File: src/rtl/usb_tx_mass_seq_if.sv
// usb_tx_mass_seq_if: host byte stream in, 32-bit keep/last beat stream out
interface usb_tx_mass_seq_if;
  logic        rx_tvalid;
  logic [7:0]  rx_tdata;
  logic        rx_tready;
  logic        tx_tready;
  logic        tx_tvalid;
  logic [31:0] tx_tdata;
  logic [3:0]  tx_tkeep;
  logic        tx_tlast;
  modport slave (input rx_tvalid, rx_tdata, tx_tready, output rx_tready, tx_tvalid, tx_tdata, tx_tkeep, tx_tlast);
  modport master (output rx_tvalid, rx_tdata, tx_tready, input rx_tready, tx_tvalid, tx_tdata, tx_tkeep, tx_tlast);
endinterface

File: src/rtl/usb_tx_mass_seq.sv
// usb_tx_mass_seq: takes a 4-byte LE length header, then streams that many incrementing pattern bytes
module usb_tx_mass_seq #(
  parameter int unsigned TIMEOUT_CYCLES = 50000000
) (
  input  logic clk,
  input  logic rstn,
  usb_tx_mass_seq_if.slave bus,
  output logic busy,
  output logic done,
  output logic hdr_timeout
);
  typedef enum logic {COLLECT, SEND} state_t;
  localparam logic [31:0] TO_LAST = 32'(TIMEOUT_CYCLES - 1);
  state_t state, state_nx;
  logic [1:0] hcnt;
  logic [23:0] len;
  logic [31:0] remaining, idle, hdr_len, data;
  logic [7:0] sent;
  logic [3:0] keep;
  logic send, acc, hs, last, timed_out;
  assign send = state == SEND;
  assign acc = !send && bus.rx_tvalid;
  assign hs = send && bus.tx_tready;
  // len fills from the top so the first byte ends up as the LSB after three shifts
  assign hdr_len = {bus.rx_tdata, len};
  assign last = remaining <= 32'd4;
  assign keep = !last ? 4'hf : remaining[2] ? 4'hf : remaining[1:0] == 2'd3 ? 4'h7 : remaining[1:0] == 2'd2 ? 4'h3 : 4'h1;
  assign timed_out = TIMEOUT_CYCLES != 0 && !send && hcnt != 2'd0 && !acc && idle == TO_LAST;
  always_comb begin
    state_nx = (acc && hcnt == 2'd3 && hdr_len != 32'd0) ? SEND : (hs && last) ? COLLECT : state;
  end
  always_comb begin
    data = '0;
    for (int i = 0; i < 4; i++)
      data[8*i +: 8] = (send && keep[i]) ? sent + 8'(i) : 8'h00;
  end
  assign bus.rx_tready = !send;
  assign bus.tx_tvalid = send;
  assign bus.tx_tdata = data;
  assign bus.tx_tkeep = send ? keep : 4'h0;
  assign bus.tx_tlast = send && last;
  assign busy = send;
  always_ff @(posedge clk or negedge rstn) begin
    if (!rstn) state <= COLLECT;
    else state <= state_nx;
  end
  always_ff @(posedge clk or negedge rstn) begin
    if (!rstn) begin
      hcnt <= '0;
      len <= '0;
      remaining <= '0;
      sent <= '0;
      idle <= '0;
      done <= 1'b0;
      hdr_timeout <= 1'b0;
    end else begin
      done <= (acc && hcnt == 2'd3 && hdr_len == 32'd0) || (hs && last);
      hdr_timeout <= timed_out;
      if (acc) begin
        hcnt <= hcnt + 2'd1;
        len <= {bus.rx_tdata, len[23:8]};
        idle <= '0;
        if (hcnt == 2'd3 && hdr_len != 32'd0) begin
          remaining <= hdr_len;
          sent <= '0;
        end
      end else if (timed_out) begin
        hcnt <= '0;
        idle <= '0;
      end else if (!send && hcnt != 2'd0) begin
        idle <= idle + 32'd1;
      end
      if (hs) begin
        sent <= sent + 8'd4;
        remaining <= remaining - 32'd4;
      end
    end
  end
endmodule

File: src/flat_wrapper.sv
// flat-port wrapper written by rule: the top's interface ports become plain ports
module usb_tx_mass_seq_flat 
#(
  parameter int unsigned TIMEOUT_CYCLES = 50000000
)
  (clk, rstn, busy, done, hdr_timeout, bus_rx_tvalid, bus_rx_tdata, bus_tx_tready, bus_rx_tready, bus_tx_tvalid, bus_tx_tdata, bus_tx_tkeep, bus_tx_tlast);
  usb_tx_mass_seq_if bus_i ();
  input  logic clk;
  input  logic rstn;
  output logic busy;
  output logic done;
  output logic hdr_timeout;
  input wire logic [$bits(bus_i.rx_tvalid)-1:0] bus_rx_tvalid;
  input wire logic [$bits(bus_i.rx_tdata)-1:0] bus_rx_tdata;
  input wire logic [$bits(bus_i.tx_tready)-1:0] bus_tx_tready;
  output wire logic [$bits(bus_i.rx_tready)-1:0] bus_rx_tready;
  output wire logic [$bits(bus_i.tx_tvalid)-1:0] bus_tx_tvalid;
  output wire logic [$bits(bus_i.tx_tdata)-1:0] bus_tx_tdata;
  output wire logic [$bits(bus_i.tx_tkeep)-1:0] bus_tx_tkeep;
  output wire logic [$bits(bus_i.tx_tlast)-1:0] bus_tx_tlast;
  assign bus_i.rx_tvalid = bus_rx_tvalid;
  assign bus_i.rx_tdata = bus_rx_tdata;
  assign bus_i.tx_tready = bus_tx_tready;
  assign bus_rx_tready = bus_i.rx_tready;
  assign bus_tx_tvalid = bus_i.tx_tvalid;
  assign bus_tx_tdata = bus_i.tx_tdata;
  assign bus_tx_tkeep = bus_i.tx_tkeep;
  assign bus_tx_tlast = bus_i.tx_tlast;
  usb_tx_mass_seq #(.TIMEOUT_CYCLES(TIMEOUT_CYCLES)) u_core (.clk(clk), .rstn(rstn), .bus(bus_i), .busy(busy), .done(done), .hdr_timeout(hdr_timeout));
endmodule
File: config.mk
export PLATFORM = sky130hd
export DESIGN_NAME = usb_tx_mass_seq_flat
export DESIGN_NICKNAME = d
export VERILOG_FILES = /design/src/rtl/usb_tx_mass_seq_if.sv /design/src/rtl/usb_tx_mass_seq.sv /design/src/flat_wrapper.sv
export SDC_FILE = /design/constraint.sdc
export NUM_CORES = 1
export LEC_CHECK = 0
export BUFFER_PORTS_ARGS = -buffer_cell sky130_fd_sc_hd__buf_4
export CAP_MARGIN = 20
export CORE_MARGIN = 8
export CORE_UTILIZATION = 55
export DETAILED_ROUTE_END_ITERATION = 16
export GPL_ROUTABILITY_DRIVEN = 0
export PLACE_DENSITY_LB_ADDON = 0.15
export SLEW_MARGIN = 20
export SYNTH_ARGS = -nofsm -noshare
export SYNTH_HDL_FRONTEND = slang
export SYNTH_SLANG_ARGS = --single-unit
File: constraint.sdc
create_clock -name clk -period 3.7 [get_ports clk]
set_input_delay 0.74 -clock clk [delete_from_list [all_inputs] [get_ports clk]]
set_output_delay 0.74 -clock clk [all_outputs]
set_load 0.005 [all_outputs]
Yosys cells after proc, flatten, opt, wreduce, memory -nomap -nowiden

Cells that the tools add are included.

Register bits after elaboration: 101
Output and inout port bits: 42
Word-level logic and storage cells: 69

$add $sub $neg: 7
Order comparisons: 1
Equality and inequality tests: 4
Muxes and demuxes: 22
Reduce and logical (&&, ||, !) cells: 27

Operator list:

| kind                                                  | number |
|---|---|
| two-way mux 32 bit                                    | 6 |
| two-way mux 8 bit                                     | 7 |
| adder 32 x 1 -> 32 bit (second input constant)        | 1 |
| == test 32 x 26 -> 1 bit (second input constant)      | 1 |
| <= comparator 32 x 3 -> 1 bit (second input constant) | 1 |
| zero test 32 bit                                      | 1 |
| nonzero test 32 bit                                   | 1 |
| subtractor 32 x 3 -> 32 bit (second input constant)   | 1 |
| adder 8 x 2 -> 8 bit (second input constant)          | 2 |
| two-way mux 4 bit                                     | 4 |
| logical AND 1 bit                                     | 15 |
| nonzero test 2 bit                                    | 5 |
| adder 8 x 1 -> 8 bit (second input constant)          | 1 |
| adder 8 x 3 -> 8 bit (second input constant)          | 1 |
| == test 2 bit (second input constant)                 | 3 |
| two-way mux 2 bit                                     | 3 |
| nonzero test 3 bit                                    | 1 |
| adder 2 x 1 -> 2 bit (second input constant)          | 1 |
| zero test 1 bit                                       | 2 |
| two-way mux 1 bit                                     | 2 |
| AND reduction 2 bit                                   | 1 |
| logical OR 1 bit                                      | 1 |

Longest topological paths before layout

Depth after elaboration: 7
Mapped depth: 8

Least setup slack after synthesis

Ideal clock, no wire load.

Path type: register to output
Start point: reg u_core.remaining[10]
End point: out bus_tx_tkeep[3]
Arrival: 1932 ps
Data required time: 2960 ps
Setup slack: 1028 ps
Stages on the path, launching flop included: 7
Cell sequence: dfrtp_1 -> nor4_4 -> nand4_4 -> or4_4 -> nor2_2 -> nor2_1 -> buf_4

Word-level cells in the longest chain between the ends: 3

Ends and longest elaborated chain:

| what                          | line                  | source |
|---|---|---|
| from (decl)                   | usb_tx_mass_seq.sv:17 | `logic [31:0] remaining, idle, hdr_len, data;` |
| from (signal assigned)        | usb_tx_mass_seq.sv:64 | `remaining <= hdr_len;` |
| from (signal assigned)        | usb_tx_mass_seq.sv:75 | `remaining <= remaining - 32'd4;` |
| <= comparator 32 x 3 -> 1 bit | usb_tx_mass_seq.sv:26 | `assign last = remaining <= 32'd4;` |
| two-way mux 4 bit             | usb_tx_mass_seq.sv:27 | `assign keep = !last ? 4'hf : remaining[2] ? 4'hf : remaining[1:0] == 2'd3 ? 4'h7 : remaining[1:0] == 2'd2 ? 4' ...` |
| two-way mux 4 bit             | usb_tx_mass_seq.sv:40 | `assign bus.tx_tkeep = send ? keep : 4'h0;` |
| to (decl)                     | flat_wrapper.sv:19    | `output wire logic [$bits(bus_i.tx_tkeep)-1:0] bus_tx_tkeep;` |

No other way between the ends.

Final worst setup path

Start point: reg u_core.remaining[10]
End point: out bus_tx_tdata[23]

Word-level cells in the longest chain between the ends: 4

Ends and longest elaborated chain:

| what                          | line                  | source |
|---|---|---|
| <= comparator 32 x 3 -> 1 bit | usb_tx_mass_seq.sv:26 |  |
| two-way mux 4 bit             | usb_tx_mass_seq.sv:27 |  |
| logical AND 1 bit             | usb_tx_mass_seq.sv:35 | `data[8*i +: 8] = (send && keep[i]) ? sent + 8'(i) : 8'h00;` |
| two-way mux 8 bit             | usb_tx_mass_seq.sv:35 |  |
| to (decl)                     | flat_wrapper.sv:18    | `output wire logic [$bits(bus_i.tx_tdata)-1:0] bus_tx_tdata;` |

No other way between the ends.

==> impl_metrics.py <==
metrics = {
    "worst_setup_path": {
        "cp.required_ns": 2.96,
        "slowest_stage": "or4_4",
        "startpoint_type": "flip-flop",
        "end_kind": "primary output",
        "timing.critical_path.buf_inv": 1,
        "cp_max_fo": 8,
        "cp.arrival_ns": 2.63,
        "critical_path.cell_chain": "nor4_4 > nand4_4 > or4_4 > a211oi_4 > nor2_1 > buf_4",
        "r2r_slack_ns": 0.98,
        "slowest_delay_ns": 0.59,
        "worstSetupPathType": "reg -> out",
        "cpLargestDelayFamily": "simple AND/OR/NAND/NOR gates",
    },
    "sta": {
        "setup_tns_ns": 0,
        "maxSlewHeadroom_pct": 35.7,
        "final.setup.worst_slack_ns": 0.328,
        "hold_violations": 0,
        "finalSetupViolCount": 0,
        "drv_slew": 0,
        "finClkSkew_ns": 0.0128,
        "tightest_slew_ns": 0.965,
        "timing.hold.ws_ns": 0.378,
        "layout_min_cycle_time_ns": 3.37,
        "fmax_mhz": 297,
        "rsz0062_at_grt": "false",
        "min_period_over_period_pct": 91.1,
    },
    "yosys": {
        "ys_seq_area_share_pct": 46.6,
        "yosys-top-cells-count": "125 x nand2_1, 99 x dfrtp_1, 83 x nor2_1",
        "synth-main-ff-cell": "dfrtp_1",
        "synth-async-reset-ratio_pct": 100,
        "synth_top_area_share_pct": 46.6,
        "synthTopCellsByArea": "dfrtp_1 47%, nand2_1 8.8%, nor2_1 5.9%",
        "syn_avg_cell_area_um2": 8.59,
        "synth_most_common_cell": "nand2_1",
        "synth-edff-count": 0,
        "synthDistinctLibCells": 62,
        "syn_area_um2": 5310,
        "synthCells": 618,
        "yosysTopAreaCell": "dfrtp_1",
        "ys_ff_latch": 99,
        "yosysWarnings": 0,
    },
    "clock_tree": {
        "cts_made_buffers": 9,
        "clk_latency_ns": 0.39,
        "clkTransAtPathRegs_ns": 0.09,
        "cts_tree": "yes",
        "clockRootBuffer": "clkbuf_8",
        "cts_setup_buffers": 0,
        "ctsHoldBuffers": 0,
        "clock_sinks": 99,
        "cts_max_path_buffers": 2,
        "cts-resized-gates": 0,
        "cts_max_level": 3,
    },
    "global_route": {
        "grt_pass1_wl_um": 21800,
        "gr-usage-all-layers_pct": 20.9,
        "grt_overflow_total": 0,
        "grt_start_max_net_pins": 52,
        "grt_pass1_vias": 4372,
        "grt_antenna_before_repair": 0,
    },
    "floorplanning": {
        "dieArea_um2": 13100,
        "pin_count": 54,
        "row_count": 36,
        "die_y_um": 114,
        "chipWidth_um": 114,
        "start_util_pct": 55.4,
        "fp.coreArea_um2": 9590,
    },
    "min_path": {
        "hold_class": "in -> async",
    },
    "routing": {
        "firstDrtPassIters": 5,
        "wl_per_cell_um": 16.5,
        "vias": 4705,
        "wl_um": 13200,
        "ant_nets": 0,
        "first_iter_violations": 344,
        "drc": 0,
        "vias_per_cell": 5.89,
    },
    "layout": {
        "drive_above_1_share_pct": 13.8,
        "final_cells": 799,
        "final_area_um2": 6000,
        "nFillCells": 855,
        "multi_input_area_um2": 2640,
        "syn2layout_area_growth_pct": 13.0,
        "seqCellArea_um2": 2480,
        "n_antenna_cell": 0,
        "fin_nets": 679,
    },
    "placed_design": {
        "post-place-ws_ns": 0.744,
        "dp_hpwl_um": 9440,
        "placed_area_um2": 5790,
        "placed_cells_incl_taps": 783,
        "placement.io_buffers": 49,
    },
    "power": {
        "p_leak_nw": 2.80,
        "p_per_area_nw_per_um2": 439,
        "peakVddDrop_v": 0.000343,
    },
    "status": {
        "status": "finished clean",
    },
    "flow_run": {
        "drv_cap": 0,
    },
}
## area by class of cell
type                            instances  area share (%)
Tap cell                              133            2.77
Multi-Input combinational cell        476            44.1
Sequential cell                        99            41.3
Clock inverter                          5           0.980
Timing Repair Buffer                   59            7.38
Clock buffer                           11            2.52
Inverter                               16            1.00
## cell families (layout without fill, tap and decap cells)
group,Yosys count,count (layout),share of synthesized area [%]
adder cells (fa/ha/maj),6,6,1.41
AND/OR/NAND/NOR,358,358,32.5
other,1,4,0.0706
flip-flops,99,99,46.6
buffers and inverters,46,91,3.84
AO/OA/AOI/OAI,79,79,10.6
multiplexers,6,6,1.15
XOR/XNOR,23,23,3.79
## power breakdown
| part | switching, W | internal (W) | total (W) |
|---|---|---|---|
| clock network | 0.000391 | 0.000351 | 0.000742 |
| logic | 0.000302 | 0.000274 | 0.000576 |
| registers | 0.000129 | 0.00119 | 0.00131 |
## sequential cells by signal, summed over array words and instances, names as in the netlist
register / cells
u_core.len: 24
u_core.done: 1
u_core.sent: 6
u_core.idle: 32
u_core.hcnt: 2
u_core.bus.tx_tvalid: 1
u_core.remaining: 32
u_core.hdr_timeout: 1
## stage by stage
step	utilization [%]	total power, W
2_1_floorplan	-	0.00163
3_3_place_gp	60.4	0.00189
3_5_place_dp	60.4	0.00191
4_1_cts	62.5	0.00265
5_1_grt	62.5	0.00278
6_report	62.5	0.00263
## path summary, 6_finish.rpt
kind / start / endpoint / depth (start not counted)
max in group asynchronous: rstn / u_core.remaining[13] / 2
min: rstn / u_core.idle[23] / 1
max reg2reg: u_core.hcnt[0] / u_core.hcnt[1] / 7
min in group clk: u_core.remaining[26] / u_core.remaining[26] / 1
min reg2reg: u_core.remaining[26] / u_core.remaining[26] / 1
max: u_core.remaining[10] / bus_tx_tdata[23] / 6
## routing by layer
| metal | track usage, % | wire (um) |
|---|---|---|
| met1 | 28.4 | 6040 |
| met2 | 31.4 | 5770 |
| met3 | 6.33 | 1240 |
| met4 | 5.86 | 143 |
| met5 | 0 | 0 |
## cell usage in the layout (no fill, tap or decap), types with 2 or more instances in the layout
| master | n |
|---|---|
| a211oi_1 | 9 |
| a21oi_1 | 10 |
| a22oi_1 | 2 |
| a2bb2oi_1 | 2 |
| a311oi_1 | 4 |
| a31oi_1 | 3 |
| a32o_1 | 2 |
| and2_1 | 4 |
| and3_1 | 10 |
| and4_1 | 3 |
| and4b_1 | 2 |
| buf_4 | 59 |
| clkbuf_8 | 11 |
| clkinvlp_4 | 2 |
| conb_1 | 4 |
| dfrtp_1 | 99 |
| ha_1 | 6 |
| inv_1 | 15 |
| mux2i_1 | 5 |
| nand2_1 | 125 |
| nand2b_1 | 3 |
| nand3_1 | 34 |
| nand4_1 | 28 |
| nor2_1 | 83 |
| nor2b_1 | 2 |
| nor3_1 | 26 |
| nor4_1 | 18 |
| o211ai_1 | 7 |
| o21a_1 | 3 |
| o21ai_0 | 21 |
| o22ai_1 | 2 |
| o311ai_0 | 3 |
| o31a_1 | 2 |
| or2_2 | 2 |
| or3_1 | 4 |
| xnor2_1 | 2 |
| xor2_1 | 21 |
No activity file was read; power rests on OpenSTA's default activity.
